--- src/rtl/seq_divider.sv ---
// rtl/seq_divider.sv - signed restoring sequential divider, one quotient bit per cycle.
// Optional macro SEQ_DIVIDER_DIVZERO_CHECK_EN: zero divisor takes a one-cycle short path with divzero flag.
module seq_divider #(
  parameter int WIDTH = 16
) (
  input  logic             clock,
  input  logic             reset,
  input  logic             start,
  input  logic [WIDTH-1:0] numer,
  input  logic [WIDTH-1:0] denom,
  output logic             busy,
  output logic             done,
  output logic [WIDTH-1:0] quotient,
  output logic [WIDTH-1:0] remain,
  output logic             divzero
);

  localparam int CW = $clog2(WIDTH) + 1;

  typedef enum logic [1:0] {
    IDLE = 2'd0,
    BUSY = 2'd1,
    FIX  = 2'd2
  } state_t;

  state_t           state_q, state_d;
  logic [CW-1:0]    cnt_q, cnt_d;
  logic [WIDTH-1:0] qd_q, qd_d;
  logic [WIDTH-1:0] rem_q, rem_d;
  logic [WIDTH-1:0] dvs_q, dvs_d;
  logic             nsign_q, nsign_d;
  logic             qneg_q, qneg_d;
  logic             done_q, done_d;
  logic [WIDTH-1:0] quot_q, quot_d;
  logic [WIDTH-1:0] remo_q, remo_d;

  logic [WIDTH-1:0] numer_mag, denom_mag;
  logic [WIDTH:0]   shifted, diff;

  // Most negative value negates to itself, which reads as 2^(WIDTH-1) unsigned.
  assign numer_mag = numer[WIDTH-1] ? -numer : numer;
  assign denom_mag = denom[WIDTH-1] ? -denom : denom;

  // Partial remainder stays below the divisor, so WIDTH+1 bits hold the shifted value.
  assign shifted = {rem_q, qd_q[WIDTH-1]};
  assign diff    = shifted - {1'b0, dvs_q};

`ifdef SEQ_DIVIDER_DIVZERO_CHECK_EN
  logic dz_q, dz_d;
  assign divzero = dz_q;
`else
  assign divzero = 1'b0;
`endif

  assign busy     = (state_q != IDLE);
  assign done     = done_q;
  assign quotient = quot_q;
  assign remain   = remo_q;

  always_comb begin
    state_d = state_q;
    cnt_d   = cnt_q;
    qd_d    = qd_q;
    rem_d   = rem_q;
    dvs_d   = dvs_q;
    nsign_d = nsign_q;
    qneg_d  = qneg_q;
    done_d  = 1'b0;
    quot_d  = quot_q;
    remo_d  = remo_q;
`ifdef SEQ_DIVIDER_DIVZERO_CHECK_EN
    dz_d    = dz_q;
`endif
    case (state_q)
      IDLE: begin
        if (start) begin
`ifdef SEQ_DIVIDER_DIVZERO_CHECK_EN
          if (denom == '0) begin
            quot_d = '0;
            remo_d = numer;
            dz_d   = 1'b1;
            done_d = 1'b1;
          end else
`endif
          begin
            state_d = BUSY;
            cnt_d   = '0;
            qd_d    = numer_mag;
            rem_d   = '0;
            dvs_d   = denom_mag;
            nsign_d = numer[WIDTH-1];
            qneg_d  = numer[WIDTH-1] ^ denom[WIDTH-1];
          end
        end
      end
      BUSY: begin
        rem_d = diff[WIDTH] ? shifted[WIDTH-1:0] : diff[WIDTH-1:0];
        qd_d  = {qd_q[WIDTH-2:0], ~diff[WIDTH]};
        cnt_d = cnt_q + CW'(1);
        if (cnt_q == CW'(WIDTH - 1)) begin
          state_d = FIX;
        end
      end
      FIX: begin
        quot_d  = qneg_q ? -qd_q : qd_q;
        remo_d  = nsign_q ? -rem_q : rem_q;
        done_d  = 1'b1;
        state_d = IDLE;
`ifdef SEQ_DIVIDER_DIVZERO_CHECK_EN
        dz_d    = 1'b0;
`endif
      end
      default: state_d = IDLE;
    endcase
  end

  always_ff @(posedge clock or posedge reset) begin
    if (reset) begin
      state_q <= IDLE;
      cnt_q   <= '0;
      qd_q    <= '0;
      rem_q   <= '0;
      dvs_q   <= '0;
      nsign_q <= 1'b0;
      qneg_q  <= 1'b0;
      done_q  <= 1'b0;
      quot_q  <= '0;
      remo_q  <= '0;
`ifdef SEQ_DIVIDER_DIVZERO_CHECK_EN
      dz_q    <= 1'b0;
`endif
    end else begin
      state_q <= state_d;
      cnt_q   <= cnt_d;
      qd_q    <= qd_d;
      rem_q   <= rem_d;
      dvs_q   <= dvs_d;
      nsign_q <= nsign_d;
      qneg_q  <= qneg_d;
      done_q  <= done_d;
      quot_q  <= quot_d;
      remo_q  <= remo_d;
`ifdef SEQ_DIVIDER_DIVZERO_CHECK_EN
      dz_q    <= dz_d;
`endif
    end
  end

endmodule
--- config.mk ---
export PLATFORM = sky130hd
export DESIGN_NAME = seq_divider
export DESIGN_NICKNAME = d
export VERILOG_FILES = /design/src/rtl/seq_divider.sv
export SDC_FILE = /design/constraint.sdc
export NUM_CORES = 1
export LEC_CHECK = 0
export CORE_AREA = 2 2 99 101
export DETAILED_ROUTE_END_ITERATION = 12
export DIE_AREA = 0 0 101 103
export DONT_BUFFER_PORTS = 1
export GPL_TIMING_DRIVEN = 1
export PLACE_DENSITY = 0.74
export SLEW_MARGIN = 25
export SYNTH_ARGS = -nofsm -noshare
export SYNTH_HDL_FRONTEND = slang
export SYNTH_SLANG_ARGS = --single-unit
--- constraint.sdc ---
create_clock -name clock -period 2.97 [get_ports clock]
set_input_delay 0.4455 -clock clock [delete_from_list [all_inputs] [get_ports clock]]
set_output_delay 0.4455 -clock clock [all_outputs]
set_load 0.01 [all_outputs]
==> impl_metrics.ini <==
[route]
finalWirelength_mm = 11.4
drc = 0
num_vias = 4257
avgViaCountPerCell = 5.82
drt_iter0_drc = 244
wl_per_cell_um = 15.6
drtAntennaViolNets = 0
first_pass_iters = 5

[clock_tree]
insertion_delay_ns = 0.36
cts_tree = built
cts_buffers = 9
ctsResizeCount = 0
cts.path.max_buffers = 2
post-cts-setup-buffer-count = 0
cts-root-buf = clkbuf_8
postCtsHoldBufs = 0
htreeDepth = 3
path_clk_slew_ns = 0.10
cts_sinks = 90

[synthesis]
synthCells = 623
netlist_area_um2 = 5480
synth-main-ff-cell = dfrtp_1
yosys_register_bits = 90
yosysTopAreaCell = dfrtp_1
yosysWarnings = 0
ys_async_sr_fraction_pct = 100
avgSynthCellArea_um2 = 8.79
syn-num-nets = 681
synth_edf_count = 0
netlist.area_leader.share_pct = 41.1
synth.most_common_cell = o21ai_0
yosys-top-cells-area = dfrtp_1, o21ai_0, xor2_1, nand2_1, ha_1
ys_seq_area_share_pct = 41.1
synth_cell_types = 47
synth_commonest_cells = o21ai_0, nand2_1, dfrtp_1

[grt]
grt_pass1_wl_mm = 19.1
grt_start_max_net_pins = 66
first_global_vias = 3919
antenna_found_initial = 0
overflow = 0
grt.total_usage_pct = 23.0

[setup_path]
timing.rr.start = rem_q[6]$_DFFE_PP0P_
cp-endpoint = rem_q[9]$_DFFE_PP0P_
worst_r2r_path_depth = 9
path_depth = 9
crit_slowest_cell = dfrtp_1
endpoint_kind = flip-flop
worstSetupPathType = reg -> reg
regToRegSetupSlack_ns = 0.27
worst_path_dominant_cell_family = compound AO/OA/AOI/OAI gates
crit_start = rem_q[6]$_DFFE_PP0P_
crit_chain = ha_1 > a21oi_1 > a21boi_0 > a21oi_2 > a31oi_2 > xnor2_4 > buf_4 > mux2i_1 > o21ai_0
crit_fanout = 12
startpoint_type = flip-flop
crit_buf_inv = 1
reg2reg_to = rem_q[9]$_DFFE_PP0P_
cp.arrival_ns = 2.90
required_ns = 3.18
cpPeakStageDelay_ns = 0.48

[pwr]
vdd_ir_drop_max_mv = 0.705
power.density_nw_per_um2 = 1280
total_leakage_power_nw = 2.63

[place]
dpl.hpwl_mm = 8.65
gp_congestion = 0.884
io_buffers = 0

[timing]
min_period_ns = 2.70
rsz0062_at_grt = no
finalHoldViolCount = 0
setup_viol = 0
drv_slew = 0
clock.fmax_mhz = 371
post-route-period-util_pct = 90.8
setup_tns_ns = 0
hold_ws_ns = 0.0690
worstMarginPinSlew_ns = 0.749
max_slew_margin_pct = 50.1
skew_ns = 0.0119

[floorplanning]
die_h_um = 103
initial_core_util_pct = 57.9
core-area_um2 = 9460
dieArea_um2 = 10400
rows = 36
die_x_um = 101
ios = 70

[layout]
multi_input_area_um2 = 3000
syn_to_final_growth_pct = 5.89
fin_nets = 671
ff_latch_area_um2 = 2250
drive_gt1_share_pct = 5.83
fill_cells = 870
num_antenna_cells = 0

[run_status]
outcome = complete, no violations

[run]
drv_cap = 0

[hold_path]
hold_class = in -> async
-- cells in the final DEF, fill, tap and decap left out, types with 7 or more instances in the layout --
cell type / count
nand3_1: 22
o21ai_0: 98
buf_4: 9
mux2i_1: 18
ha_1: 22
nor2_1: 20
dfrtp_1: 90
a21oi_1: 21
o31ai_1: 16
clkbuf_8: 10
xnor2_1: 17
nand2_1: 93
nand4_1: 7
xor2_1: 51
a22oi_1: 13
inv_1: 30
nor3_1: 9
-- flip-flops by register name (all words and copies together), names as in the netlist --
signal,flops
dvs_q,16
qd_q,16
quotient,16
rem_q,16
remain,16
cnt_q,5
state_q,2
done,1
nsign_q,1
qneg_q,1
-- layer usage --
metal | global-route usage, % | up-vias | wire (um) | share of wire [%]
met5 | 0 | - | 0 | 0
met4 | 5.93 | 0 | 119 | 1.0
met3 | 3.39 | 11 | 571 | 5.0
met2 | 34.4 | 114 | 4910 | 43
met1 | 35.0 | 1965 | 5830 | 51
li1 | - | 2167 | - | -
-- metrics by stage --
step / worst slack [ns] / area (um^2) / cells / power (mW) / util (%)
finish: 0.274 / 5800 / 732 / 7.41 / 61.3
global route: 0.0865 / 5800 / 732 / 8.10 / 61.3
CTS: 0.265 / 5790 / 732 / 7.41 / 61.2
detailed placement: 0.278 / 5570 / 716 / 6.47 / 58.9
global placement: 0.405 / 5570 / 716 / 6.34 / 58.9
floorplan: 0.189 / 5480 / 623 / 5.54 / -
-- worst min path at each step --
stage	from	end	cells past startpoint
2_1_floorplan	cnt_q[3]$_DFFE_PP0P_	cnt_q[3]$_DFFE_PP0P_	1
3_3_place_gp	dvs_q[11]$_DFFE_PP0P_	dvs_q[11]$_DFFE_PP0P_	2
3_5_place_dp	dvs_q[12]$_DFFE_PP0P_	dvs_q[12]$_DFFE_PP0P_	2
4_1_cts	reset	quotient[7]$_DFFE_PP0P_	1
5_1_grt	reset	quotient[7]$_DFFE_PP0P_	1
6_report	reset	quotient[7]$_DFFE_PP0P_	1
-- kinds of logic (layout without fill, tap and decap cells) --
kind of cell | after synthesis | after routing | share of synthesized area, %
XOR/XNOR | 69 | 69 | 11.4
AO/OA/AOI/OAI | 176 | 176 | 18.9
flip-flops | 90 | 90 | 41.1
buffers and inverters | 61 | 56 | 4.34
multiplexers | 18 | 18 | 3.29
other | 1 | 1 | 0.0685
adder cells (fa/ha/maj) | 23 | 23 | 5.39
AND/OR/NAND/NOR | 185 | 185 | 15.5
-- final cells by class --
type / count / area share, %
multi-input combinational: 472 / 51.7
sequential: 90 / 38.8
clock buffer: 12 / 2.50
tap: 114 / 2.46
inverter: 31 / 2.05
clock inverter: 4 / 1.27
timing repair buffer: 9 / 1.16
-- power breakdown --
| group | internal [mW] | switching, mW | leakage [nW] |
|---|---|---|---|
| Combinational | 1.78 | 2.23 | 1.43 |
| Sequential | 1.77 | 0.685 | 1.09 |
| Clock | 0.501 | 0.439 | 0.111 |
Power figures use the tool's default switching activity.
